<file path="src/rtl/vga_scan_generator.sv">
// rtl/vga_scan_generator.sv - VGA raster scan counters with delayed sync/enable
//
// Purpose: divides clk down to a pixel tick, walks pixelX/pixelY over the full
// raster (active + porches + sync), and produces hsync/vsync/displayEnable
// delayed by PIPE_DELAY pixel ticks so they line up with drawing objects that
// register their pixel requests from the undelayed pixelX/pixelY.
//
// Ports:
//   clk           in   single clock
//   reset         in   synchronous, active-high
//   pixelX        out  horizontal count 0..H_TOTAL-1 (undelayed)
//   pixelY        out  vertical count 0..V_TOTAL-1 (undelayed)
//   pixelTick     out  one-clk strobe, pixel counters advance at its end
//   displayEnable out  active-area flag, delayed PIPE_DELAY ticks
//   hsync         out  active-low horizontal sync, delayed PIPE_DELAY ticks
//   vsync         out  active-low vertical sync, delayed PIPE_DELAY ticks
//   startOfFrame  out  one-clk pulse in the first clk at (0,0) after a wrap
module vga_scan_generator #(
  parameter int CLK_DIV    = 2,
  parameter int H_ACTIVE   = 640,
  parameter int H_FP       = 16,
  parameter int H_SYNC     = 96,
  parameter int H_BP       = 48,
  parameter int V_ACTIVE   = 480,
  parameter int V_FP       = 10,
  parameter int V_SYNC     = 2,
  parameter int V_BP       = 33,
  parameter int PIPE_DELAY = 1
) (
  input  logic        clk,
  input  logic        reset,
  output logic [10:0] pixelX,
  output logic [10:0] pixelY,
  output logic        pixelTick,
  output logic        displayEnable,
  output logic        hsync,
  output logic        vsync,
  output logic        startOfFrame
);

  localparam logic [2:0]  DIV_LAST   = 3'(CLK_DIV - 1);
  localparam logic [10:0] H_ACT      = 11'(H_ACTIVE);
  localparam logic [10:0] H_SYNC_BEG = 11'(H_ACTIVE + H_FP);
  localparam logic [10:0] H_SYNC_END = 11'(H_ACTIVE + H_FP + H_SYNC - 1);
  localparam logic [10:0] H_LAST     = 11'(H_ACTIVE + H_FP + H_SYNC + H_BP - 1);
  localparam logic [10:0] V_ACT      = 11'(V_ACTIVE);
  localparam logic [10:0] V_SYNC_BEG = 11'(V_ACTIVE + V_FP);
  localparam logic [10:0] V_SYNC_END = 11'(V_ACTIVE + V_FP + V_SYNC - 1);
  localparam logic [10:0] V_LAST     = 11'(V_ACTIVE + V_FP + V_SYNC + V_BP - 1);

  logic [2:0]  r_div_cnt;
  logic [2:0]  w_div_next;
  logic        r_tick;
  logic [10:0] r_x;
  logic [10:0] r_y;
  logic        r_sof;
  logic        w_x_last;
  logic        w_y_last;
  logic        w_de;
  logic        w_hs_n;
  logic        w_vs_n;
  logic        w_de_out;
  logic        w_hs_out;
  logic        w_vs_out;

  assign w_div_next = (r_div_cnt == DIV_LAST) ? 3'd0 : r_div_cnt + 3'd1;

  // The tick is registered from the same next-count as the divider so it is
  // high exactly while divCnt==CLK_DIV-1, yet still forced low by reset even
  // when CLK_DIV=1 (where divCnt is permanently 0).
  always_ff @(posedge clk) begin
    if (reset) begin
      r_div_cnt <= 3'd0;
      r_tick    <= 1'b0;
    end else begin
      r_div_cnt <= w_div_next;
      r_tick    <= (w_div_next == DIV_LAST);
    end
  end

  assign w_x_last = (r_x == H_LAST);
  assign w_y_last = (r_y == V_LAST);

  // X and Y wrap in the same edge, so (H_LAST,V_LAST) goes straight to (0,0).
  always_ff @(posedge clk) begin
    if (reset) begin
      r_x   <= 11'd0;
      r_y   <= 11'd0;
      r_sof <= 1'b0;
    end else begin
      r_sof <= r_tick && w_x_last && w_y_last;
      if (r_tick) begin
        if (w_x_last) begin
          r_x <= 11'd0;
          r_y <= w_y_last ? 11'd0 : r_y + 11'd1;
        end else begin
          r_x <= r_x + 11'd1;
        end
      end
    end
  end

  assign w_de   = (r_x < H_ACT) && (r_y < V_ACT);
  assign w_hs_n = !((r_x >= H_SYNC_BEG) && (r_x <= H_SYNC_END));
  assign w_vs_n = !((r_y >= V_SYNC_BEG) && (r_y <= V_SYNC_END));

  generate
    if (PIPE_DELAY == 0) begin : g_no_delay
      assign w_de_out = w_de;
      assign w_hs_out = w_hs_n;
      assign w_vs_out = w_vs_n;
    end else begin : g_delay
      // Each stage holds {de, hs_n, vs_n}; reset loads the blanked, idle-sync value.
      logic [2:0] r_pipe [PIPE_DELAY];

      always_ff @(posedge clk) begin
        if (reset) begin
          for (int i = 0; i < PIPE_DELAY; i++) begin
            r_pipe[i] <= 3'b011;
          end
        end else if (r_tick) begin
          r_pipe[0] <= {w_de, w_hs_n, w_vs_n};
          for (int i = 1; i < PIPE_DELAY; i++) begin
            r_pipe[i] <= r_pipe[i-1];
          end
        end
      end

      assign {w_de_out, w_hs_out, w_vs_out} = r_pipe[PIPE_DELAY-1];
    end
  endgenerate

  assign pixelX        = r_x;
  assign pixelY        = r_y;
  assign pixelTick     = r_tick;
  assign displayEnable = w_de_out;
  assign hsync         = w_hs_out;
  assign vsync         = w_vs_out;
  assign startOfFrame  = r_sof;

endmodule

</file>
<file path="config.mk">
export PLATFORM = sky130hd
export DESIGN_NAME = vga_scan_generator
export DESIGN_NICKNAME = d
export VERILOG_FILES = /design/src/rtl/vga_scan_generator.sv
export SDC_FILE = /design/constraint.sdc
export NUM_CORES = 1
export LEC_CHECK = 0
export CAP_MARGIN = 40
export CORE_ASPECT_RATIO = 1.75
export CORE_MARGIN = 1
export CORE_UTILIZATION = 57
export CTS_BUF_LIST = sky130_fd_sc_hd__clkbuf_2 sky130_fd_sc_hd__clkbuf_4 sky130_fd_sc_hd__clkbuf_8
export DETAILED_ROUTE_END_ITERATION = 10
export HOLD_SLACK_MARGIN = 0.1
export PLACE_DENSITY = 0.87
export SLEW_MARGIN = 5
export SYNTH_ARGS = -nofsm -noshare
export SYNTH_HDL_FRONTEND = slang
export SYNTH_SLANG_ARGS = --single-unit
</file>
<file path="constraint.sdc">
create_clock -name clk -period 3.1 [get_ports clk]
set_clock_uncertainty 0.05 [all_clocks]
set_input_delay 0.93 -clock clk [delete_from_list [all_inputs] [get_ports clk]]
set_output_delay 0.93 -clock clk [all_outputs]
set_load 0.02 [all_outputs]
</file>
==> impl_metrics.toml <==
[synthesis]
synth_fp_nets = 172
seq_area_frac_synth_pct = 43.3
synthTopCellsByCount = "dfxtp_1 (27), nor2_1 (18), nand3_1 (14), nand2_1 (12), nand4_1 (8)"
synthArstFlopShare_pct = 0
synth_top_area_cell = "dfxtp_1"
synth_area_sq_mm = 0.00146
synth-edff-count = 3
yosysMostFrequentCell = "dfxtp_1"
yosysWarnings = 0
synth.ff_latch_count = 30
syn_area_per_cell_sq_um = 8.72
synthCells = 167
synth_top_area_share_pct = 37.1
synthFlopType = "dfxtp_1"
synth_cell_type_count = 41
synth.area.top_cells = "dfxtp_1 (37%), edfxtp_1 (6.2%), nand3_1 (4.8%)"

[placement]
place_area_sq_mm = 0.00174
io_buffers = 28
pre_cts_ws_ps = 416
place_hpwl_mm = 2.55
gp_congestion = 0.865

[worst_setup_path]
criticalPathCategory = "reg2out"
max_stage_delay_ps = 680
crit_required_ps = 2120
critPathTopFamily = "buffers and inverters"
crit_cells = 1
rr_worst_depth = 5
cpMaxStageDelayCell = "clkdlybuf4s50_1"
path_cells = "clkdlybuf4s50_1"
crit_fanout = 11
cp.arrival_ps = 1490
worst_setup_path_start_kind = "flip-flop"
crit_buf_inv = 1
cp-end-kind = "primary output"

[min_path]
hp-class = "reg2reg"
whs_path_depth = 1

[final_layout]
layout.nets = 200
final_util_pct = 77.5
syn_to_final_growth_pct = 25.5
drive_above_1_share_pct = 6.67
n_antenna_cell = 0
stdcell_area_sq_mm = 0.00183

[drt]
drc = 0
drt_iter0_markers = 46
vias = 1347
ant_nets = 0
routed_wl_mm = 3.47
first_pass_iters = 5
viasPerCell = 6.12
wl_per_cell_um = 15.8

[floorplanning]
core_sq_mm = 0.00236
die-area_sq_mm = 0.00277
io_pins = 29
start_util_pct = 61.7
core.rowCount = 23
die_w_um = 40.2
die_y_um = 68.9

[timing]
setup_ws_ps = 629
fin_crit_sh_pct = 79.7
tns_ps = 0
tightest_slew_ps = 722
finalHoldViolations = 0
rsz0062_at_grt = "false"
timing.fmax_mhz = 405
setup_viol_count_final = 0
maxSlewViolCount = 0
fin_crit_ps = 2470
slew_headroom_pct = 51.6

[clock_network]
cts_made_buffers = 5
cts-root-buf = "clkbuf_8"
cts.path.max_buffers = 2
clk_pin_slew_ps = 60
tritoncts = "done"
ctsHoldBuffers = 0
clkSinkCount = 30
ctsHtreeMaxLevel = 2
worst_skew_pair.late_latency_ps = 280
postCtsSetupBuffers = 0
cts_resized = 0

[global_routing]
overflow = 0
grt_start_max_net_pins = 17
grt_usage_pct = 28.6
antenna_found_initial = 0
grt_pass1_vias = 1265
grt_pass1_wl_mm = 5.33

[pwr]
finalPower_uw = 761
p_leak_nw = 0.648
pwr_density_cell_mw_per_mm2 = 416
worst_ir_drop_vdd_mv = 0.403

[status]
outcome = "complete, no violations"

[run]
timing.max_cap.violations = 0
[flip-flops by register name, indices dropped and copies added (netlist names)]
name / cells
r_div_cnt: 3
startOfFrame: 1
g_delay.r_pipe: 3
pixelY: 11
pixelX: 11
pixelTick: 1
[report_power, final]
group | internal [mW] | total [mW] | leakage, nW | switching (mW)
combinational | 0.0147 | 0.0339 | 0.357 | 0.0192
clock | 0.184 | 0.323 | 0.0477 | 0.139
sequential | 0.397 | 0.404 | 0.243 | 0.00678
total | 0.596 | 0.761 | 0.648 | 0.165
[kinds of logic after synthesis]
family / after synthesis / synth area share [%]
flops: 30 / 43.3
mux: 2 / 1.46
buf+inv: 14 / 4.38
xor+xnor: 11 / 6.61
fa+ha+maj: 3 / 2.58
simple gates: 87 / 33.8
compound gates: 20 / 7.90
[metal layers]
metal,track usage (%),vias to the layer above,wire (um)
met2,52.2,39,1920
met1,26.6,641,1350
met3,6.73,5,124
met5,0,-,0
li1,-,662,-
met4,17.1,0,77
[per-stage QoR]
| step | hold WS (ps) | instances |
|---|---|---|
| final | 423 | 220 |
| after global placement | 387 | 213 |
| after CTS | 422 | 220 |
| after global routing | 448 | 220 |
| after floorplan | 383 | 167 |
| after detailed placement | 411 | 213 |
[layout make-up]
type / instances / area (sq um)
Timing Repair Buffer: 30 / 295
Clock buffer: 7 / 90.1
Tap cell: 25 / 31.3
Inverter: 5 / 18.8
Sequential cell: 30 / 631
Fill cell: 178 / 532
Multi-Input combinational cell: 123 / 762
[cells in the final DEF, fill, tap and decap left out, types with 4 or more instances in the layout]
cell type,synthesis,layout
clkdlybuf4s50_1,0,28
dfxtp_1,27,27
nor2_1,18,18
nand3_1,14,14
nand2_1,12,12
nand4_1,8,8
xor2_1,7,7
o21ai_0,7,7
a21oi_1,6,6
clkbuf_8,0,6
inv_1,5,5
and4_1,5,5
nor3_1,5,5
and3_1,4,4
xnor2_1,4,4
[final timing paths]
check / startpoint / endpoint / slack (ps)
max: pixelTick / pixelTick / 630
min: r_div_cnt[1] / pixelTick / 420
max reg2reg: pixelX[0] / pixelY[10] / 790
min reg2reg: r_div_cnt[1] / pixelTick / 420
[worst register-to-register path: cells and delay by family, from the launching register on]
kind | cells | cell delay (ps)
AND/OR/NAND/NOR | 4 | 1560
flip-flops | 1 | 410
adder cells (fa/ha/maj) | 1 | 230
No activity file was read; power rests on OpenSTA's default activity.
